## config.mk

```make
export PLATFORM = sky130hd
export DESIGN_NAME = spi_arb_master
export DESIGN_NICKNAME = d
export VERILOG_FILES = /design/src/rtl/spi_arb_master.sv
export SDC_FILE = /design/constraint.sdc
export NUM_CORES = 1
export LEC_CHECK = 0
export CORE_MARGIN = 2
export CORE_UTILIZATION = 25
export CTS_CLUSTER_DIAMETER = 100
export DETAILED_ROUTE_END_ITERATION = 12
export PLACE_DENSITY = 0.56
export SYNTH_ARGS = -nofsm -noshare
export SYNTH_HDL_FRONTEND = slang
export SYNTH_SLANG_ARGS = --single-unit
```

## constraint.sdc

```tcl
create_clock -name i_Clk -period 3.6 [get_ports i_Clk]
set_input_delay 0.54 -clock i_Clk [delete_from_list [all_inputs] [get_ports i_Clk]]
set_output_delay 0.54 -clock i_Clk [all_outputs]
set_load 0.02 [all_outputs]
```

## src/rtl/spi_arb_master.sv

```systemverilog
`default_nettype none
// ============================================================================
// Module   : spi_arb_master
// Desc     : SPI master (mode 0, MSB first) shared by two byte requesters.
//            An arbiter picks one requester per frame. The frame runs
//            LEAD -> SHIFT (8 bits) -> TRAIL with chip select held low, and
//            the received MISO byte is reported with a one-cycle pulse.
// Config   : SPI_ARB_FIXED_PRIO_EN defined   -> requester 0 always wins.
//            SPI_ARB_FIXED_PRIO_EN undefined -> round-robin arbitration.
// Revision : 1.0 - initial release
// ============================================================================
module spi_arb_master #(
   parameter int unsigned CLK_DIV = 2   // SCLK half-period in i_Clk cycles, 1..255
) (
   input  logic       i_Clk,
   input  logic       i_Rst,            // asynchronous, active-low

   input  logic       i_Req0_valid,
   input  logic [7:0] i_Req0_data,
   output logic       o_Req0_ready,

   input  logic       i_Req1_valid,
   input  logic [7:0] i_Req1_data,
   output logic       o_Req1_ready,

   output logic       o_Rx_valid,
   output logic [7:0] o_Rx_data,
   output logic       o_Rx_id,

   output logic       o_Sclk,
   output logic       o_Mosi,
   input  logic       i_Miso,
   output logic       o_Cs_n,
   output logic       o_Busy
);

   typedef enum logic [1:0] {
      ST_IDLE  = 2'd0,
      ST_LEAD  = 2'd1,
      ST_SHIFT = 2'd2,
      ST_TRAIL = 2'd3
   } state_t;

   // Last cycle index of one SCLK half-period (and of LEAD / TRAIL).
   localparam logic [7:0] c_DIV_LAST = 8'(CLK_DIV - 1);

   // Frame state
   state_t     state_q;
   logic [7:0] cnt_q;       // cycle counter within the current phase
   logic [2:0] bit_q;       // index of the bit currently on the wire
   logic [6:0] tx_q;        // remaining transmit bits, next bit in [6]
   logic [7:0] rx_sh_q;     // MISO bits collected so far
   logic       id_q;        // requester owning the frame in flight

   // Registered outputs
   logic       cs_n_q;
   logic       sclk_q;
   logic       mosi_q;
   logic       rx_valid_q;
   logic [7:0] rx_data_q;
   logic       rx_id_q;
   logic       busy_q;

   // Arbitration / handshake
   logic       w_grant0;
   logic       w_grant1;
   logic       w_open;      // a handshake may complete this cycle
   logic       w_hs;        // handshake completes this cycle
   logic [7:0] w_hs_data;   // byte of the requester being accepted

   // No acceptance while a frame runs, nor in the cycle that reports the
   // previous frame, which guarantees chip select stays high between frames.
   assign w_open = (state_q == ST_IDLE) && !rx_valid_q;

`ifdef SPI_ARB_FIXED_PRIO_EN
   // Requester 0 has absolute priority.
   assign w_grant0 = i_Req0_valid;
   assign w_grant1 = i_Req1_valid & ~i_Req0_valid;
`else
   logic last_q;            // requester granted at the most recent handshake

   // Contention goes to the requester that was not granted last.
   assign w_grant0 = i_Req0_valid & (~i_Req1_valid |  last_q);
   assign w_grant1 = i_Req1_valid & (~i_Req0_valid | ~last_q);

   // Remember the winner of each handshake; reset favours requester 0 next.
   always_ff @(posedge i_Clk or negedge i_Rst) begin
      if (!i_Rst) begin
         last_q <= 1'b1;
      end else if (w_hs) begin
         last_q <= w_grant1;
      end
   end
`endif

   assign o_Req0_ready = w_open & w_grant0;
   assign o_Req1_ready = w_open & w_grant1;
   assign w_hs         = o_Req0_ready | o_Req1_ready;
   assign w_hs_data    = o_Req1_ready ? i_Req1_data : i_Req0_data;

   // Frame sequencer: accepts a byte, drives CS/SCLK/MOSI, collects MISO.
   always_ff @(posedge i_Clk or negedge i_Rst) begin
      if (!i_Rst) begin
         state_q    <= ST_IDLE;
         cnt_q      <= 8'd0;
         bit_q      <= 3'd0;
         tx_q       <= 7'd0;
         rx_sh_q    <= 8'd0;
         id_q       <= 1'b0;
         cs_n_q     <= 1'b1;
         sclk_q     <= 1'b0;
         mosi_q     <= 1'b0;
         rx_valid_q <= 1'b0;
         rx_data_q  <= 8'd0;
         rx_id_q    <= 1'b0;
         busy_q     <= 1'b0;
      end else begin
         rx_valid_q <= 1'b0;
         case (state_q)
            ST_IDLE: begin
               if (w_hs) begin
                  // Select the slave and present the MSB immediately.
                  state_q <= ST_LEAD;
                  cs_n_q  <= 1'b0;
                  busy_q  <= 1'b1;
                  mosi_q  <= w_hs_data[7];
                  tx_q    <= w_hs_data[6:0];
                  id_q    <= o_Req1_ready;
                  cnt_q   <= 8'd0;
                  bit_q   <= 3'd0;
               end
            end

            ST_LEAD: begin
               // Setup time between CS falling and the first SCLK low phase.
               if (cnt_q == c_DIV_LAST) begin
                  cnt_q   <= 8'd0;
                  state_q <= ST_SHIFT;
               end else begin
                  cnt_q <= cnt_q + 8'd1;
               end
            end

            ST_SHIFT: begin
               if (cnt_q != c_DIV_LAST) begin
                  cnt_q <= cnt_q + 8'd1;
               end else begin
                  cnt_q <= 8'd0;
                  if (!sclk_q) begin
                     // Rising edge: capture the slave's bit.
                     sclk_q  <= 1'b1;
                     rx_sh_q <= {rx_sh_q[6:0], i_Miso};
                  end else begin
                     // Falling edge: advance MOSI, or finish after bit 0.
                     sclk_q <= 1'b0;
                     if (bit_q == 3'd7) begin
                        state_q <= ST_TRAIL;
                     end else begin
                        bit_q  <= bit_q + 3'd1;
                        mosi_q <= tx_q[6];
                        tx_q   <= {tx_q[5:0], 1'b0};
                     end
                  end
               end
            end

            ST_TRAIL: begin
               // Hold time after the last falling edge, then release the slave.
               if (cnt_q == c_DIV_LAST) begin
                  cnt_q      <= 8'd0;
                  state_q    <= ST_IDLE;
                  cs_n_q     <= 1'b1;
                  mosi_q     <= 1'b0;
                  busy_q     <= 1'b0;
                  rx_valid_q <= 1'b1;
                  rx_data_q  <= rx_sh_q;
                  rx_id_q    <= id_q;
               end else begin
                  cnt_q <= cnt_q + 8'd1;
               end
            end

            default: begin
               state_q <= ST_IDLE;
            end
         endcase
      end
   end

   assign o_Cs_n     = cs_n_q;
   assign o_Sclk     = sclk_q;
   assign o_Mosi     = mosi_q;
   assign o_Rx_valid = rx_valid_q;
   assign o_Rx_data  = rx_data_q;
   assign o_Rx_id    = rx_id_q;
   assign o_Busy     = busy_q;

endmodule
`default_nettype wire

```

# After elaboration in Yosys (flattened, before gate mapping)
# Cells that the tools add are included.
# op_classes
n_addsub,2
muxes,36
eq_ne,13
n_reduce_logical,15
bitwise_logic,12
# op_table
cell,count
$mux 8,4
$mux 7,4
$pmux 8 s3,1
$ne 2x2->1 const B,7
$pmux 7 s2,1
$mux 2,6
$mux 3,4
$reduce_and 6->1,2
$mux 1,11
$add 8x1->8 const B,1
$eq 8x1->1 const B,1
$ne 8x1->1 const B,1
$pmux 2 s4,1
$pmux 3 s2,1
$reduce_and 2->1,3
$reduce_and 3->1,2
$not 1->1,5
$reduce_and 5->1,1
$and 1x1->1,4
$eq 2x2->1 const B,2
$pmux 1 s2,2
$reduce_bool 2->1,2
$add 3x1->3 const B,1
$eq 3x3->1 const B,1
8 further kinds,10
# word_totals
out_inout_bits,16
wordCells,92
inputBits,21
reg_bits,44

# Longest topological paths before layout
# Gate-level depths: netlist of run 1.
# logic_depth
depth_word,7
ltp_mapped,8
depth_no_buf,6

# Worst setup path before layout of run 1
# Ideal clock, no wire load.
# synth_timing
path_kind,register to register
startpoint,reg state_q[0]
endpoint,reg state_q[1]
path_stages_with_launch,8
n_path_buf,1
setup_ps,125
setup_slack_ps,1497
arrival_ps,1978
synth_period_minus_slack_ps,2103
t_required_ps,3475
path_cell_list,dfrtp_1 -> inv_1 -> ha_1 -> clkbuf_1 -> nor3_1 -> a21oi_2 -> or4_4 -> mux2_4
# synth_via
elab_chain_cells,6
word_cells_on_any_way,16
cone_classes,eq/ne (9); mux (1); bitwise (3); reduce/logical (3)
# synth_rtl
item,line,text
from (decl),48,state_t state_q;
from (signal assigned),104,state_q <= ST_IDLE;
from (signal assigned),123,state_q <= ST_LEAD;
from (signal assigned),138,state_q <= ST_SHIFT;
$logic_not 2->1,"73, 119",
$logic_and 1x1->1,73,assign w_open = (state_q == ST_IDLE) && !rx_valid_q;
"$and 1x1->1, on equally long branches","96, 97",
$or 1x1->1,98,assign w_hs = o_Req0_ready | o_Req1_ready;
$ne 2x2->1 (no source line),--,
$reduce_and 6->1 (no source line),--,
# Parallel ways exist; a longest one is shown, timed or not.
# A chain may end at the register's enable or synchronous reset.

# Worst setup path after layout of run 1
# layout_timing
startpoint,reg state_q[0]
endpoint,out o_Req1_ready
# layout_via
elab_chain_cells,3
# layout_rtl
item,line,text
$logic_not 2->1,73,
$logic_and 1x1->1,73,
$and 1x1->1,97,assign o_Req1_ready = w_open & w_grant1;
to (decl),24,"output logic o_Req1_ready,"
# Every way passes these cells.

==> results of run 1 <==
## cells in the mapped netlist (2+ instances only)
| master | n | area, sq um |
|---|---|---|
| dfrtp_1 | 42 | 1050 |
| mux2_2 | 26 | 293 |
| nand2_1 | 15 | 56.3 |
| o21ai_0 | 14 | 70.1 |
| a21oi_1 | 11 | 55.1 |
| a31oi_1 | 9 | 56.3 |
| ha_1 | 9 | 113 |
| nor2b_1 | 9 | 56.3 |
| inv_1 | 8 | 30.0 |
| clkbuf_1 | 7 | 26.3 |
| nor2_1 | 4 | 15.0 |
| nor3_1 | 4 | 20.0 |
| mux2i_1 | 3 | 30.0 |
| nand3_1 | 3 | 15.0 |
| a21o_1 | 2 | 15.0 |
| a22o_1 | 2 | 17.5 |
| dfstp_2 | 2 | 52.6 |
| nand2_2 | 2 | 12.5 |
| nand3b_1 | 2 | 15.0 |
| nand4_1 | 2 | 12.5 |
| nor4_1 | 2 | 12.5 |
| o22ai_1 | 2 | 12.5 |
| xnor2_1 | 2 | 17.5 |
## worst max-delay path by stage
stage,endpoint,from,depth (start not counted)
detailed placement,o_Req1_ready,i_Req1_valid,4
floorplan,state_q[1],state_q[0],7
CTS,o_Req1_ready,state_q[0],5
global route,o_Req1_ready,state_q[0],5
finish,o_Req1_ready,state_q[0],5
global placement,o_Req1_ready,i_Req1_valid,4
## layer usage
| metal | global-route usage | up-vias | wire length, microns |
|---|---|---|---|
| met1 | 0.129 | 791 | 2230 |
| met3 | 0.0248 | 8 | 155 |
| li1 | - | 809 | - |
| met2 | 0.166 | 23 | 2290 |
| met4 | 0.0316 | 0 | 70 |
| met5 | 0 | - | 0 |
## metrics by stage
| step | total power, mW | cells | utilization | setup WS [ns] | instance area (sq um) |
|---|---|---|---|---|---|
| after CTS | 2.28 | 348 | 0.325 | 0.683 | 2830 |
| after detailed placement | 1.88 | 340 | 0.312 | 0.899 | 2720 |
| final | 2.25 | 348 | 0.325 | 0.693 | 2830 |
| after floorplan | 1.56 | 203 | - | 1.50 | 2250 |
| after global routing | 2.42 | 348 | 0.325 | 0.507 | 2830 |
| after global placement | 1.86 | 340 | 0.312 | 0.932 | 2720 |
## registers in the layout, summed over array words and instances (netlist names), 2 cells and up
register and cells:
rx_sh_q 8, tx_q 7, state_q 2, o_Rx_data 8
bit_q 3, cnt_q 8
## where the power goes
part	switching (mW)	internal (mW)	total (mW)
logic	0.546	0.521	1.07
registers	0.123	0.671	0.794
clock network	0.179	0.209	0.388
## kinds of logic after synthesis
kind of cell | Yosys count | share of synthesized area
buf+inv | 15 | 0.0250
mux | 30 | 0.150
compound gates | 49 | 0.136
xor+xnor | 3 | 0.0117
flops | 44 | 0.489
fa+ha+maj | 9 | 0.0499
simple gates | 53 | 0.138
## critical path: stages (launching register included)
cell             delay (ns)
dfrtp_1                0.41
inv_1                  0.13
ha_1                   0.39
nand3b_1               0.30
nor2_1                 0.22
clkdlybuf4s50_1        0.63
## layout make-up
class / instances / area (sq um)
clock buffer: 5 / 68.8
fill: 864 / 5890
multi-input combinational: 144 / 1090
inverter: 8 / 30.0
clock inverter: 3 / 46.3
sequential: 44 / 1100
timing repair buffer: 36 / 355
tap: 108 / 135
## placed cells by master, fill, tap and decap left out, types with 2 or more instances in the layout
cell type,n
dfrtp_1,42
a22o_1,2
nand2_1,15
nor4_1,2
inv_1,8
nor2b_1,9
a21oi_1,11
o22ai_1,2
nand3b_1,2
mux2i_1,3
nand4_1,2
nor2_1,4
a21o_1,2
nor3_1,4
mux2_2,26
o21ai_0,14
clkdlybuf4s50_1,35
clkbuf_8,5
ha_1,9
dfstp_2,2
nand2_2,2
xnor2_1,2
a31oi_1,9
nand3_1,3
==> results.cfg, run 1 <==
[outcome]
status = finished clean

[synth]
synthesis.instances = 203
syn_nets = 233
synthArstFlopShare = 1.00
synth-seq-area-share = 0.489
yosysWarnings = 0
synth_area_per_cell_sq_um = 11.1
ys_ff_latch = 44
synth_top_flop_cell = dfrtp_1
synth_enable_flop_cells = 0
synthesis.area_sq_um = 2250
synth_cell_type_count = 44

[layout]
nNetsFinal = 269
drive_gt1_frac = 0.200
n_antenna_cell = 0
syn_to_final_growth_pct = 25.7

[clock_network]
h-tree-depth = 2
holdBufCountCts = 0
clockBufferDepth = 2
tritoncts = yes
clock_latency_ns = 0.30
cts.sinks = 44
clkTransAtPathRegs_ns = 0.09
numCtsBuffers = 5
root_buffer = clkbuf_8
post-cts-setup-buffer-count = 0
ctsResizeCount = 0

[route]
first_pass_iters = 4
ant_nets = 0
drt-wirelength-per-cell_microns = 13.6
wirelength_mm = 4.75
drtIter0Drc = 58
routed_via_density = 4.69
vias = 1631
drc = 0

[global_routing]
grt_usage = 0.100
grt.overflow.total = 0
grt_pass1_wl_mm = 7.96
grt_pass1_vias = 1646
grt_max_degree = 45
antenna_found_initial = 0

[power]
power.density_nw_per_um2 = 794
leakagePower_nw = 1.22
vdd_ir_drop_max_mv = 0.264

[timing]
timing.hold.ws_ns = 0.389
worst_pin_slew_ns = 0.983
rsz0062_at_grt = false
min_period_ns = 2.91
setup_viol = 0
post-route-period-util = 0.808
finalSetupTns_ns = 0
slew_violations = 0
finClkSkew_ns = 0.00841
finalHoldViolations = 0
slew_headroom = 0.345
max_freq_mhz = 344

[setup_path]
required_ns = 3.06
reg2reg_from = state_q[0]
ff2ff_path_depth = 6
reg2reg_to = cnt_q[5]
cp.arrival_ns = 2.37
rrSetupSlack_ns = 1.09
crit_type = reg -> out
end_kind = output port
startpoint_type = flop
path_max_fanout = 10

[run]
max_cap_violations = 0

[placed_design]
place_hpwl_mm = 3.47
place_congestion = 0.803
io_buffer_count = 36

[min_path]
hold_class = in -> async

[die]
io_pins = 37
num_rows = 34
dieArea_sq_um = 9790
core_sq_um = 8720
die_y_microns = 99.0
start_util = 0.259
dieWidth_microns = 99.0
Note: power is estimated with default switching activity, not from simulation.
==> run 2, diff against run 1 <==
==> constraint.sdc (replaced) <==
create_clock -name i_Clk -period 2.7 [get_ports i_Clk]
set_input_delay 0.405 -clock i_Clk [delete_from_list [all_inputs] [get_ports i_Clk]]
set_output_delay 0.405 -clock i_Clk [all_outputs]
set_load 0.02 [all_outputs]
==> run 2 against run 1 <==
Sequential power increased by 34%. Final area increased by 1.1%. Routed wire length increased by 2.3%. Cell count increased by 1.1%. Global-route usage increased by 0.39 points. Largest cell class unchanged. Largest power group unchanged.
==> results.cfg, run 2 (synthesis results as in run 1) <==
[placed_design]
io_buffer_count = 36
place_congestion = 0.839
place_hpwl_mm = 3.46
pre_cts_ws_ns = 0.358

[timing]
min_period_ns = 2.52
worst_pin_slew_ns = 0.969
post-route-period-util = 0.935
finalSetupTns_ns = 0
max_freq_mhz = 396
finClkSkew_ns = 0.00569
fin_ws_ns = 0.175
slew_headroom = 0.354
setup_viol = 0
rsz0062_at_grt = false
slew_violations = 0
finalHoldViolations = 0

[power]
total_power_mw = 3.04
switching_share = 0.377
power.switching_mw = 1.14
vdd_ir_drop_max_mv = 0.501
leakagePower_nw = 1.23
power.density_nw_per_um2 = 1060
p_int_mw = 1.89
share_seq_of_total_power = 0.348
pwr-share-comb = 0.481
power.clock.fraction = 0.171

[setup_path]
end_kind = output port
reg2reg_to = state_q[1]
path_max_fanout = 5
required_ns = 2.30
ff2ff_path_depth = 6
reg2reg_from = state_q[0]
startpoint_type = flop
crit_type = reg -> out
cp.arrival_ns = 2.12
rrSetupSlack_ns = 0.43

[clock_network]
clock_latency_ns = 0.30
tritoncts = yes
holdBufCountCts = 0
clockBufferDepth = 2
post-cts-setup-buffer-count = 0
numCtsBuffers = 5
ctsResizeCount = 0
clkTransAtPathRegs_ns = 0.09
h-tree-depth = 2
root_buffer = clkbuf_8
cts.sinks = 44

[global_routing]
grt.overflow.total = 0
grt_usage = 0.104
grt_pass1_vias = 1697
antenna_found_initial = 0
grt_max_degree = 45
grt_pass1_wl_mm = 8.20

[layout]
final_common_cell = dfrtp_1
nNetsFinal = 273
layout_common_cells = 42 x dfrtp_1, 35 x clkdlybuf4s50_1, 26 x mux2_2, 15 x nand2_1, 14 x o21ai_0
drive_gt1_frac = 0.213
syn_to_final_growth_pct = 27.0
n_antenna_cell = 0

[min_path]
hold_class = in -> async

[route]
vias = 1639
drtIter0Drc = 56
first_pass_iters = 4
routed_via_density = 4.66
ant_nets = 0
drt-wirelength-per-cell_microns = 13.8
wirelength_mm = 4.86
drc = 0

[die]
io_pins = 37
start_util = 0.259
dieWidth_microns = 99.0
die_y_microns = 99.0
num_rows = 34
core_sq_um = 8720
dieArea_sq_um = 9790

[run]
max_cap_violations = 0

[outcome]
status = finished clean
## run 2: worst max path at each step
stage                              end  cells after the start  slack [ns]    startpoint
after floorplan             state_q[1]                      7        0.60    state_q[0]
after global placement    o_Req0_ready                      4        0.33  i_Req0_valid
after detailed placement  o_Req0_ready                      4        0.36  i_Req0_valid
after CTS                 o_Req0_ready                      5        0.15    state_q[0]
after global routing      o_Req0_ready                      5       0.005    state_q[0]
final                     o_Req0_ready                      5        0.18    state_q[0]
## run 2: area by class of cell
type	count	area, sq um
clock buffers	5	68.8
fillers	857	5860
multi-input cells	144	1090
clock inverters	3	46.3
flip-flops and latches	44	1100
well taps	108	135
inverters	8	30.0
repair buffers	40	385
## run 2: power by group through the flow
stage	clock (mW)	combinational, mW	sequential (mW)
final	0.519	1.46	1.06
after global routing	0.565	1.62	1.10
after CTS	0.543	1.48	1.07
after detailed placement	0	1.47	1.07
after global placement	0	1.45	1.07
after floorplan	0	0.961	1.12
## run 2: critical path, stage by stage, from the launching register on
cell and delay (ns):
dfrtp_1 0.40, inv_1 0.13, ha_1 0.25, nand3b_1 0.12, a21oi_1 0.25, clkdlybuf4s50_1 0.67
## run 2: per-layer routing
layer	routed length (microns)	vias up	global-route usage
li1	-	810	-
met1	2230	793	0.135
met2	2330	28	0.168
met3	199	8	0.0262
met4	93	0	0.0390
met5	0	-	0
## run 2: metrics by stage
stage / cell area (sq um) / std cells / utilization / hold WS, ns
CTS: 2860 / 352 / 0.328 / 0.301
floorplan: 2250 / 203 / - / 0.109
global placement: 2750 / 344 / 0.315 / 0.489
global route: 2860 / 352 / 0.328 / 0.328
finish: 2860 / 352 / 0.328 / 0.257
detailed placement: 2750 / 344 / 0.315 / 0.493
==> run 3, diff against run 2 <==
--- a/config.mk
+++ b/config.mk
@@ -5,6 +5,7 @@
 export SDC_FILE = /design/constraint.sdc
 export NUM_CORES = 1
 export LEC_CHECK = 0
+export CAP_MARGIN = 20
 export CORE_MARGIN = 2
 export CORE_UTILIZATION = 25
 export CTS_CLUSTER_DIAMETER = 100
==> results of run 3 <==
Final layout, timing and power as in run 2 (identical DEF).
